[config.mk]
export PLATFORM = sky130hd
export DESIGN_NAME = apb_s_err_flat
export DESIGN_NICKNAME = d
export VERILOG_FILES = /design/src/rtl/apb_s_err_if.sv /design/src/rtl/apb_s_err.sv /design/src/flat_wrapper.sv
export SDC_FILE = /design/constraint.sdc
export NUM_CORES = 1
export LEC_CHECK = 0
export ABC_CLOCK_PERIOD_IN_PS = 3200
export CAP_MARGIN = 20
export CORE_ASPECT_RATIO = 0.8
export CORE_MARGIN = 1.5
export CORE_UTILIZATION = 65
export DETAILED_ROUTE_END_ITERATION = 10
export PLACE_DENSITY_LB_ADDON = 0.05
export SYNTH_ARGS = -nofsm -noshare
export SYNTH_HDL_FRONTEND = slang
export SYNTH_SLANG_ARGS = --single-unit
export TNS_END_PERCENT = 100
[constraint.sdc]
create_clock -name pclk -period 3.2 [get_ports pclk]
set_input_delay 0.32 -clock pclk [delete_from_list [all_inputs] [get_ports pclk]]
set_output_delay 0.32 -clock pclk [all_outputs]
set_load 0.05 [all_outputs]
[src/rtl/apb_s_err_if.sv]
// APB bus bundle between one master and the apb_s_err slave.
// Only the select line for this slave is carried.
interface apb_s_err_if;
  logic       psel;
  logic       penable;
  logic       pwrite;
  logic [3:0] paddr;
  logic [7:0] pwdata;
  logic [7:0] prdata;
  logic       pready;
  logic       pslverr;

  modport master (
    output psel, penable, pwrite, paddr, pwdata,
    input  prdata, pready, pslverr
  );

  modport slave (
    input  psel, penable, pwrite, paddr, pwdata,
    output prdata, pready, pslverr
  );
endinterface

[src/rtl/apb_s_err.sv]
// APB slave register block with wait states and error response: RW byte
// registers, then saturating WR_CNT and ERR_CNT status counters.
module apb_s_err #(
  parameter int unsigned RW_DEPTH = 10,
  parameter int unsigned WAIT_CYC = 2
) (
  input  logic         pclk,
  input  logic         presetn,
  apb_s_err_if.slave   apb
);

  typedef enum logic [1:0] {IDLE, SETUP, ACCESS} state_e;

  localparam logic [4:0] WrCntAddr  = 5'(RW_DEPTH);
  localparam logic [4:0] ErrCntAddr = 5'(RW_DEPTH + 1);
  localparam logic [2:0] WaitLoad   = 3'(WAIT_CYC);

  state_e     state_q, state_d;
  logic [2:0] cnt_q, cnt_d;
  logic [3:0] addr_q, addr_d;
  logic       write_q, write_d;
  logic [7:0] wdata_q, wdata_d;
  logic       proterr_q, proterr_d;

  logic [7:0] regs_q [RW_DEPTH];
  logic [7:0] wrcnt_q, errcnt_q;

  logic       ready, err, commit, errInc, load;
  logic [4:0] addrExt;
  logic [7:0] rdVal;

  assign addrExt = {1'b0, addr_q};
  assign ready   = (state_q == ACCESS) && (cnt_q == 3'd0);

  // A skipped setup phase poisons the transfer regardless of what was latched.
  assign err     = proterr_q || (addrExt > ErrCntAddr) ||
                   (write_q && (addrExt >= WrCntAddr));
  assign commit  = ready && write_q && !err;
  assign errInc  = ready && err;

  always_comb begin
    rdVal = 8'h00;
    for (int i = 0; i < int'(RW_DEPTH); i++) begin
      if (addrExt == 5'(i)) rdVal = regs_q[i];
    end
    if (addrExt == WrCntAddr)  rdVal = wrcnt_q;
    if (addrExt == ErrCntAddr) rdVal = errcnt_q;
  end

  assign apb.pready  = ready;
  assign apb.pslverr = ready && err;
  assign apb.prdata  = (ready && !err && !write_q) ? rdVal : 8'h00;

  always_comb begin
    state_d   = state_q;
    cnt_d     = cnt_q;
    proterr_d = proterr_q;
    load      = 1'b0;
    unique case (state_q)
      IDLE: begin
        if (apb.psel && !apb.penable) begin
          state_d = SETUP;
        end else if (apb.psel && apb.penable) begin
          state_d   = ACCESS;
          load      = 1'b1;
          proterr_d = 1'b1;
        end
      end
      SETUP: begin
        if (!apb.psel) begin
          state_d = IDLE;
        end else if (apb.penable) begin
          state_d   = ACCESS;
          load      = 1'b1;
          proterr_d = 1'b0;
        end
      end
      ACCESS: begin
        // The completing cycle hands control back as if we were idle,
        // so a master can present its next setup phase right away.
        if (ready) begin
          if (apb.psel && !apb.penable) begin
            state_d = SETUP;
          end else if (apb.psel && apb.penable) begin
            state_d   = ACCESS;
            load      = 1'b1;
            proterr_d = 1'b1;
          end else begin
            state_d = IDLE;
          end
        end else if (!apb.psel) begin
          state_d = IDLE;
        end else begin
          cnt_d = cnt_q - 3'd1;
        end
      end
      default: state_d = IDLE;
    endcase
    addr_d  = load ? apb.paddr  : addr_q;
    write_d = load ? apb.pwrite : write_q;
    wdata_d = load ? apb.pwdata : wdata_q;
    if (load) cnt_d = WaitLoad;
  end

  always_ff @(posedge pclk or negedge presetn) begin
    if (!presetn) begin
      state_q   <= IDLE;
      cnt_q     <= 3'd0;
      addr_q    <= 4'd0;
      write_q   <= 1'b0;
      wdata_q   <= 8'h00;
      proterr_q <= 1'b0;
    end else begin
      state_q   <= state_d;
      cnt_q     <= cnt_d;
      addr_q    <= addr_d;
      write_q   <= write_d;
      wdata_q   <= wdata_d;
      proterr_q <= proterr_d;
    end
  end

  always_ff @(posedge pclk or negedge presetn) begin
    if (!presetn) begin
      for (int i = 0; i < int'(RW_DEPTH); i++) regs_q[i] <= 8'h00;
      wrcnt_q  <= 8'h00;
      errcnt_q <= 8'h00;
    end else begin
      for (int i = 0; i < int'(RW_DEPTH); i++) begin
        if (commit && (addrExt == 5'(i))) regs_q[i] <= wdata_q;
      end
      if (commit && (wrcnt_q != 8'hFF))  wrcnt_q  <= wrcnt_q + 8'd1;
      if (errInc && (errcnt_q != 8'hFF)) errcnt_q <= errcnt_q + 8'd1;
    end
  end

endmodule

[src/flat_wrapper.sv]
// flat-port wrapper written by rule: the top's interface ports become plain ports
module apb_s_err_flat 
#(
  parameter int unsigned RW_DEPTH = 10,
  parameter int unsigned WAIT_CYC = 2
)
  (pclk, presetn, apb_psel, apb_penable, apb_pwrite, apb_paddr, apb_pwdata, apb_prdata, apb_pready, apb_pslverr);
  apb_s_err_if apb_i ();
  input  logic pclk;
  input  logic presetn;
  input wire logic [$bits(apb_i.psel)-1:0] apb_psel;
  input wire logic [$bits(apb_i.penable)-1:0] apb_penable;
  input wire logic [$bits(apb_i.pwrite)-1:0] apb_pwrite;
  input wire logic [$bits(apb_i.paddr)-1:0] apb_paddr;
  input wire logic [$bits(apb_i.pwdata)-1:0] apb_pwdata;
  output wire logic [$bits(apb_i.prdata)-1:0] apb_prdata;
  output wire logic [$bits(apb_i.pready)-1:0] apb_pready;
  output wire logic [$bits(apb_i.pslverr)-1:0] apb_pslverr;
  assign apb_i.psel = apb_psel;
  assign apb_i.penable = apb_penable;
  assign apb_i.pwrite = apb_pwrite;
  assign apb_i.paddr = apb_paddr;
  assign apb_i.pwdata = apb_pwdata;
  assign apb_prdata = apb_i.prdata;
  assign apb_pready = apb_i.pready;
  assign apb_pslverr = apb_i.pslverr;
  apb_s_err #(.RW_DEPTH(RW_DEPTH), .WAIT_CYC(WAIT_CYC)) u_core (.pclk(pclk), .presetn(presetn), .apb(apb_i));
endmodule
# After elaboration in Yosys (flattened, before gate mapping)
# Index checks and enable logic that the tools add are counted.
# totals
regBits,115
in_bits,17
wordCells,118
out_inout_bits,10
# op_classes
reduce_logical,35
mux,38
eq_ne,22
n_lt_le_gt_ge,2
n_addsub,3
# ops
operator,n
$mux W8,13
$logic_and A1 B1 Y1,21
$add A8 B1 Y8 const B,2
$eq A4 B3 Y1 const B,4
$eq A4 B4 Y1 const B,4
$mux W2,8
$ne A8 B8 Y1 const B,2
$mux W3,4
$mux W1,10
$eq A4 B2 Y1 const B,2
$ne A2 B2 Y1 const B,3
$pmux W1 S3,2
$pmux W2 S3,1
$reduce_and A3 Y1,2
$logic_not A5 Y1,1
$eq A4 B1 Y1 const B,1
$ge A4 B4 Y1 const B,1
$gt A4 B4 Y1 const B,1
$reduce_and A4 Y1,1
$reduce_bool A2 Y1,2
$logic_not A1 Y1,3
$logic_not A3 Y1,1
$ne A3 B1 Y1 const B,1
$ne A3 B2 Y1 const B,1
8 further kinds,9

# Longest topological paths before layout
# Gate-level depths: netlist of the first run.
# depth
word_depth,14
mapped_depth,9
mapped_depth_nobuf,8

# Worst setup path after synthesis of the first run
# OpenSTA, ideal clock, no wires.
# synth_path
path_type,register to output
from,register u_core.cnt_q[0]
to,output apb_prdata[0]
path_stages_with_launch,9
required_time_ns,2.880
t_arrival_ns,2.415
path_slack_ns,0.465
cell_sequence,dfrtp_1 inv_1 ha_1 ha_1 nand3b_2 a211oi_4 nor2b_1 o21ai_0 a21oi_1
# synth_between
elab_chain_cells,5
# synth_rtl
item,line,source
start: declaration,apb_s_err.sv:19,"logic [2:0] cnt_q, cnt_d;"
start signal: assignment,apb_s_err.sv:115,cnt_q <= cnt_d;
$logic_not A3 Y1,apb_s_err.sv:33,assign ready = (state_q == ACCESS) && (cnt_q == 3'd0);
$logic_and A1 B1 Y1,apb_s_err.sv:33,
$logic_and A1 B1 Y1 (2 in series),apb_s_err.sv:52,assign apb.prdata = (ready && !err && !write_q) ? rdVal : 8'h00;
$mux W8,apb_s_err.sv:52,
end: declaration,flat_wrapper.sv:16,output wire logic [$bits(apb_i.prdata)-1:0] apb_prdata;
# Every way passes these cells.

# Worst setup path after layout of the first run
# layout_path
from,register u_core.addr_q[3]
to,output apb_prdata[2]
# layout_between
elab_chain_cells,14
elab_cells_between_ends,33
cone_classes,order compare: 2; eq/ne: 11; mux: 13; reduce/logical: 7
# layout_rtl
item,line,source
start: declaration,apb_s_err.sv:20,"logic [3:0] addr_q, addr_d;"
start signal: assignment,apb_s_err.sv:116,addr_q <= addr_d;
$logic_not A5 Y1,apb_s_err.sv:44,if (addrExt == 5'(i)) rdVal = regs_q[i];
$mux W8 (10 in series),apb_s_err.sv:44,
$mux W8,apb_s_err.sv:46,if (addrExt == WrCntAddr) rdVal = wrcnt_q;
$mux W8,apb_s_err.sv:47,if (addrExt == ErrCntAddr) rdVal = errcnt_q;
$mux W8 (*),apb_s_err.sv:52,
# Mark *: on every way between the ends. The rest lies on a longest branch, timed or not.

==> qor.yml, run 1 <==
hpwlAfterDp_um: 9070
end_kind: "output pin"
slew_headroom_pct: 41.65
multi_input_area_sq_um: 2698
core_sq_um: 8521
slowest_delay_ns: 0.63
rrSetupSlack_ns: 0.69
yosysSeqAreaShare_pct: 50.30
min_period_ns: 3.101
synth_xor_area_share_pct: 2.143
drc: 0
pwr_density_cell_nw_per_um2: 688.3
maxCapViolations: 0
synth_compound_area_share_pct: 10.17
nFillCells: 521
ys_seq_elements: 115
hp-class: "in -> reg"
synth_fa_ha_area_share_pct: 0.8747
rsz0062_at_grt: "true"
async_reset_ff_share_pct: 100.0
grt_overflow_total: 0
wirelength_um: 13610
hold_viol_final: 0
regArea_sq_um: 2879
fin_util_pct: 79.87
avgSynthCellArea_sq_um: 11.33
synth_most_common_cell: "dfrtp_1"
drv_slew: 0
hold_depth: 3
drt_iter0_markers: 297
synth-simple-area-share_pct: 11.22
io_buffers: 26
cp_cell_sequence: "or2_2 > a211oi_1 > o31ai_1 > a21oi_1 > buf_12"
die_h_um: 86.92
synth.net_count: 526
synth_edf_count: 0
drt-pass1-iter-count: 6
htree_num_levels: 4
fmax_mhz: 322.5
drive_gt1_share_pct: 29.94
cts_tree: "yes"
clock_sinks: 115
max_slew.worst_pin.slew_ns: 0.8752
post-place-ws_ns: 0.4258
synth_mux_area_share_pct: 22.37
root_buffer: "clkbuf_8"
tns_ns: 0
critical_path_class: "reg -> out"
slowest_stage: "dfrtp_1"
fin_skew_ns: 0.008260
synthTopCellsByArea: "dfrtp_1, mux2_2, mux2i_1"
layout_setup_ws_ns: 0.09885
viasPerCell: 6.325
synth_top_family_by_area: "multiplexers"
worstPathRequired_ns: 2.88
yosys.area.top_type: "dfrtp_1"
cts.clk_slew.worst_paths_ns: 0.05
synthFlopType: "dfrtp_1"
dp.cells: 619
diodes: 0
ys_types: 46
ant_nets: 0
ys_top_cells_by_count: "dfrtp_1, mux2_2, nand2_1"
clk_path_buf_depth: 2
irDropWorstVdd_v: 0.0005493
areaGrowthSynthToFinish_pct: 18.94
grt_pass1_wl_um: 21720
grt_pass1_vias: 4079
initial_core_util_pct: 67.15
gp_congestion: 0.8787
die_w_um: 107.9
clkLatencyLatePin_ns: 0.52
cts_buffers: 17
post-route-period-util_pct: 96.91
grt_max_degree: 68
ios: 27
vias: 4130
row_count: 30
track_usage_pct: 31.80
reg2reg_depth: 8
startpoint_type: "flip-flop"
critPathArrivalTime_ns: 2.78
die_area_sq_um: 9378
syn_inst: 505
run_status: "complete, no violations"
antenna_found_initial: 0
wl_per_cell_um: 20.84
nNetsFinal: 549
synth_area_sq_um: 5722
yosys_warnings: 0
netlist.area_leader.share_pct: 50.30
crit_fanout: 18
fin_cells: 653
setup-violations-final: 0
leakagePower_nw: 3.132
report_power, final:
| group | internal (mW) | switching [mW] |
|---|---|---|
| logic | 0.336 | 0.479 |
| clock network | 1.35 | 0.644 |
| registers | 1.61 | 0.268 |
| total | 3.29 | 1.39 |
worst paths after layout:
path	start	end
setup / recovery	u_core.addr_q[3]	apb_prdata[2]
max in group asynchronous	presetn	u_core.regs_q[41]
hold reg to reg	u_core.cnt_q[0]	u_core.cnt_q[0]
setup reg to reg	u_core.cnt_q[1]	u_core.regs_q[17]
hold / removal	apb_paddr[1]	u_core.addr_q[1]
min in group asynchronous	presetn	u_core.regs_q[12]
cell usage in the layout, fill, tap and decap left out, types with 9 or more instances in the layout:
cell type	instances
dfrtp_1	114
mux2_2	95
nand2_1	40
a21oi_1	28
o21ai_0	27
mux2i_1	21
nor2_1	19
clkdlybuf4s50_1	17
clkbuf_16	16
a211oi_1	13
buf_4	11
nor2b_1	10
nor3_1	9
xnor2_1	9
sequential cells by signal, summed over array words and instances (netlist names):
name	count
u_core.addr_q	4
u_core.cnt_q	3
u_core.errcnt_q	8
u_core.proterr_q	1
u_core.regs_q	80
u_core.state_q	2
u_core.wdata_q	8
u_core.wrcnt_q	8
u_core.write_q	1
layout make-up:
type,instances,area share [%]
clock inverters,8,2.170
well taps,112,2.059
inverters,9,0.5516
multi-input cells,348,39.64
repair buffers,37,6.214
clock buffers,24,7.060
flip-flops and latches,115,42.31
cell families (layout without fill, tap and decap cells):
group | after synthesis | after routing
multiplexers | 116 | 116
buffers and inverters | 42 | 78
adder cells (fa/ha/maj) | 4 | 4
flip-flops | 115 | 115
XOR/XNOR | 14 | 14
AO/OA/AOI/OAI | 93 | 93
AND/OR/NAND/NOR | 121 | 121
critical path: cells and delay by family, from the launching register on:
kind,cells,cell delay [ns]
buf+inv,1,0.18
flops,1,0.63
compound gates,3,0.94
simple gates,1,0.50
timing repair:
item	CTS	global route
endpoints found under the setup margin	6	6
hold buffers	1	0
gates resized for setup	2	5
buffers inserted	0	1
endpoints found under the hold margin	64	0
pin swaps	0	0
metrics by stage:
stage / hold slack [ns] / total power [mW] / cell area [sq um]
after floorplan: 0.02441 / 2.400 / 5722
after global placement: 0.4745 / 2.646 / 6135
after detailed placement: 0.4796 / 2.680 / 6135
after CTS: 0.3468 / 4.681 / 6780
after global routing: 0.3697 / 4.880 / 6805
final: 0.3550 / 4.684 / 6805
routing by layer:
layer,up-vias,global-route usage [%],part of all wire [%]
li1,1863,-,-
met1,2099,42.67,43
met2,144,49.33,49
met3,24,10.17,6.5
met4,0,11.12,1.5
met5,-,0,0
(Power assumes the default switching activity.)
==> run 2, diff against run 1 <==
--- a/config.mk
+++ b/config.mk
@@ -7,7 +7,7 @@
 export LEC_CHECK = 0
 export ABC_CLOCK_PERIOD_IN_PS = 3200
 export CAP_MARGIN = 20
-export CORE_ASPECT_RATIO = 0.8
+export CORE_ASPECT_RATIO = 1.5
 export CORE_MARGIN = 1.5
 export CORE_UTILIZATION = 65
 export DETAILED_ROUTE_END_ITERATION = 10
==> run 2 against run 1 <==
Via count up 1.8%. Wire length up 3.0%. Largest cell class unchanged. Core utilization up 0.25 points. First-iteration DRC count up 3.4%. Largest power group unchanged. Clock power down 3%. Sequential power about the same. Sequential share of layout area up 0.15 points. Global-route usage up 0.44 points.
==> qor.yml, run 2 (synthesis results as in run 1) <==
run_status: "complete, no violations"
cts_tree: "yes"
pwr_density_cell_nw_per_um2: 690.5
maxCapViolations: 0
leakagePower_nw: 3.122
hpwlAfterDp_um: 9180
ant_nets: 0
min_period_ns: 2.981
multi_input_area_sq_um: 2684
setup-violations-final: 0
path_buf_inv: 2
grt_pass1_vias: 4222
row_count: 41
wirelength_um: 14020
cts_buffers: 17
initial_core_util_pct: 67.60
rrSetupSlack_ns: 0.59
cp_common_cell: "ha_1"
final_cell_mix: "dfrtp_1, mux2_2, nand2_1, a21oi_1, o21ai_0"
gp_congestion: 0.9647
clk_path_buf_depth: 2
vias: 4204
io_buffers: 26
slowest_stage: "a211oi_4"
root_buffer: "clkbuf_16"
core_sq_um: 8464
cts.clk_slew.worst_paths_ns: 0.06
regToRegEndpoint: "u_core.regs_q[36]"
end_kind: "output pin"
tns_ns: 0
crit_fanout: 8
drt-pass1-iter-count: 4
track_usage_pct: 32.24
hold_viol_final: 0
drive_gt1_share_pct: 29.26
startpoint_type: "flip-flop"
fin_util_pct: 80.12
cts_setup_buffers: 0
clkLatencyLatePin_ns: 0.41
regArea_sq_um: 2879
nNetsFinal: 548
fin_skew_ns: 0.006824
max_slew.worst_pin.slew_ns: 0.6345
viasPerCell: 6.498
slew_headroom_pct: 57.70
nFillCells: 530
reg2reg_depth: 8
grt_max_degree: 70
rsz0062_at_grt: "false"
grt_pass1_wl_um: 22260
crit_end: "apb_prdata[3]"
critical_path_class: "reg -> out"
drc: 0
grt_overflow_total: 0
die_w_um: 79.61
r2r-start: "u_core.cnt_q[0]"
clock_sinks: 115
hp-class: "in -> async"
ios: 27
post-route-period-util_pct: 93.14
die_h_um: 117.9
irDropWorstVdd_v: 0.0005438
critPathArrivalTime_ns: 2.66
largest-register: "u_core.regs_q"
die_area_sq_um: 9386
mostFrequentLayoutCell: "dfrtp_1"
cp_cell_sequence: "inv_1 > ha_1 > ha_1 > nand3b_2 > a211oi_4 > nor2b_4 > o21ai_0 > a21oi_1 > buf_12"
largest_register_ffs: 80
p_total_mw: 4.682
fmax_mhz: 335.5
holdWs_ns: 0.4504
diodes: 0
wl_per_cell_um: 21.67
path_depth: 9
antenna_found_initial: 0
htree_num_levels: 4
drt_iter0_markers: 307
worstPathRequired_ns: 2.88
slowest_delay_ns: 0.42
startpoint: "u_core.cnt_q[0]"
areaGrowthSynthToFinish_pct: 18.52
path_delay_family: "compound AO/OA/AOI/OAI gates"
drv_slew: 0
[run 2: through the flow]
step                cells  area, sq um  worst slack (ns)
finish                647         6782            0.2194
global route          647         6782           0.06777
CTS                   647         6774           0.04508
detailed placement    614         6153            0.4986
global placement      614         6153            0.6595
floorplan             505         5722            0.4654
[run 2: cell type report]
type,count,share of cell area (%)
Clock buffer,20,6.734
Clock inverter,12,2.269
Tap cell,107,1.974
Multi-Input combinational cell,348,39.58
Timing Repair Buffer,36,6.494
Inverter,9,0.4982
Sequential cell,115,42.45
[run 2: report_power, final]
part	switching (mW)	internal, mW	leakage, nW
registers	0.277	1.61	1.56
clock network	0.680	1.26	0.292
logic	0.504	0.350	1.27
[run 2: what timing repair did]
action                                  4_1_cts  5_1_grt
gates resized for setup                       0        2
endpoints found under the hold margin        46        0
hold buffers                                  1        0
endpoints found under the setup margin        0        6
[run 2: metal layers]
layer | GRT usage, % | part of all wire [%] | vias up
li1 | - | - | 1864
met1 | 39.33 | 39 | 2137
met2 | 52.28 | 52 | 152
met3 | 8.295 | 4.9 | 51
met4 | 15.90 | 4.3 | 0
met5 | 0 | 0 | -
[run 2: worst register-to-register path: cells and delay by family (launching register included)]
kind                       cells  cell delay (ns)
AOI/OAI and AO/OA              1             0.42
adders and majority gates      2             0.33
buffers and inverters          1             0.06
DFF                            1             0.39
muxes                          1             0.35
and+or+nand+nor                3             0.95
[run 2: worst min-delay path by stage]
| stage | endpoint | slack, ns | cells after the start |
|---|---|---|---|
| finish | u_core.errcnt_q[0] | 0.45 | 2 |
| global route | u_core.regs_q[79] | 0.50 | 1 |
| CTS | u_core.errcnt_q[1] | 0.47 | 2 |
| detailed placement | u_core.errcnt_q[1] | 0.36 | 1 |
| global placement | u_core.errcnt_q[0] | 0.36 | 1 |
| floorplan | u_core.addr_q[0] | 0.02 | 0 |
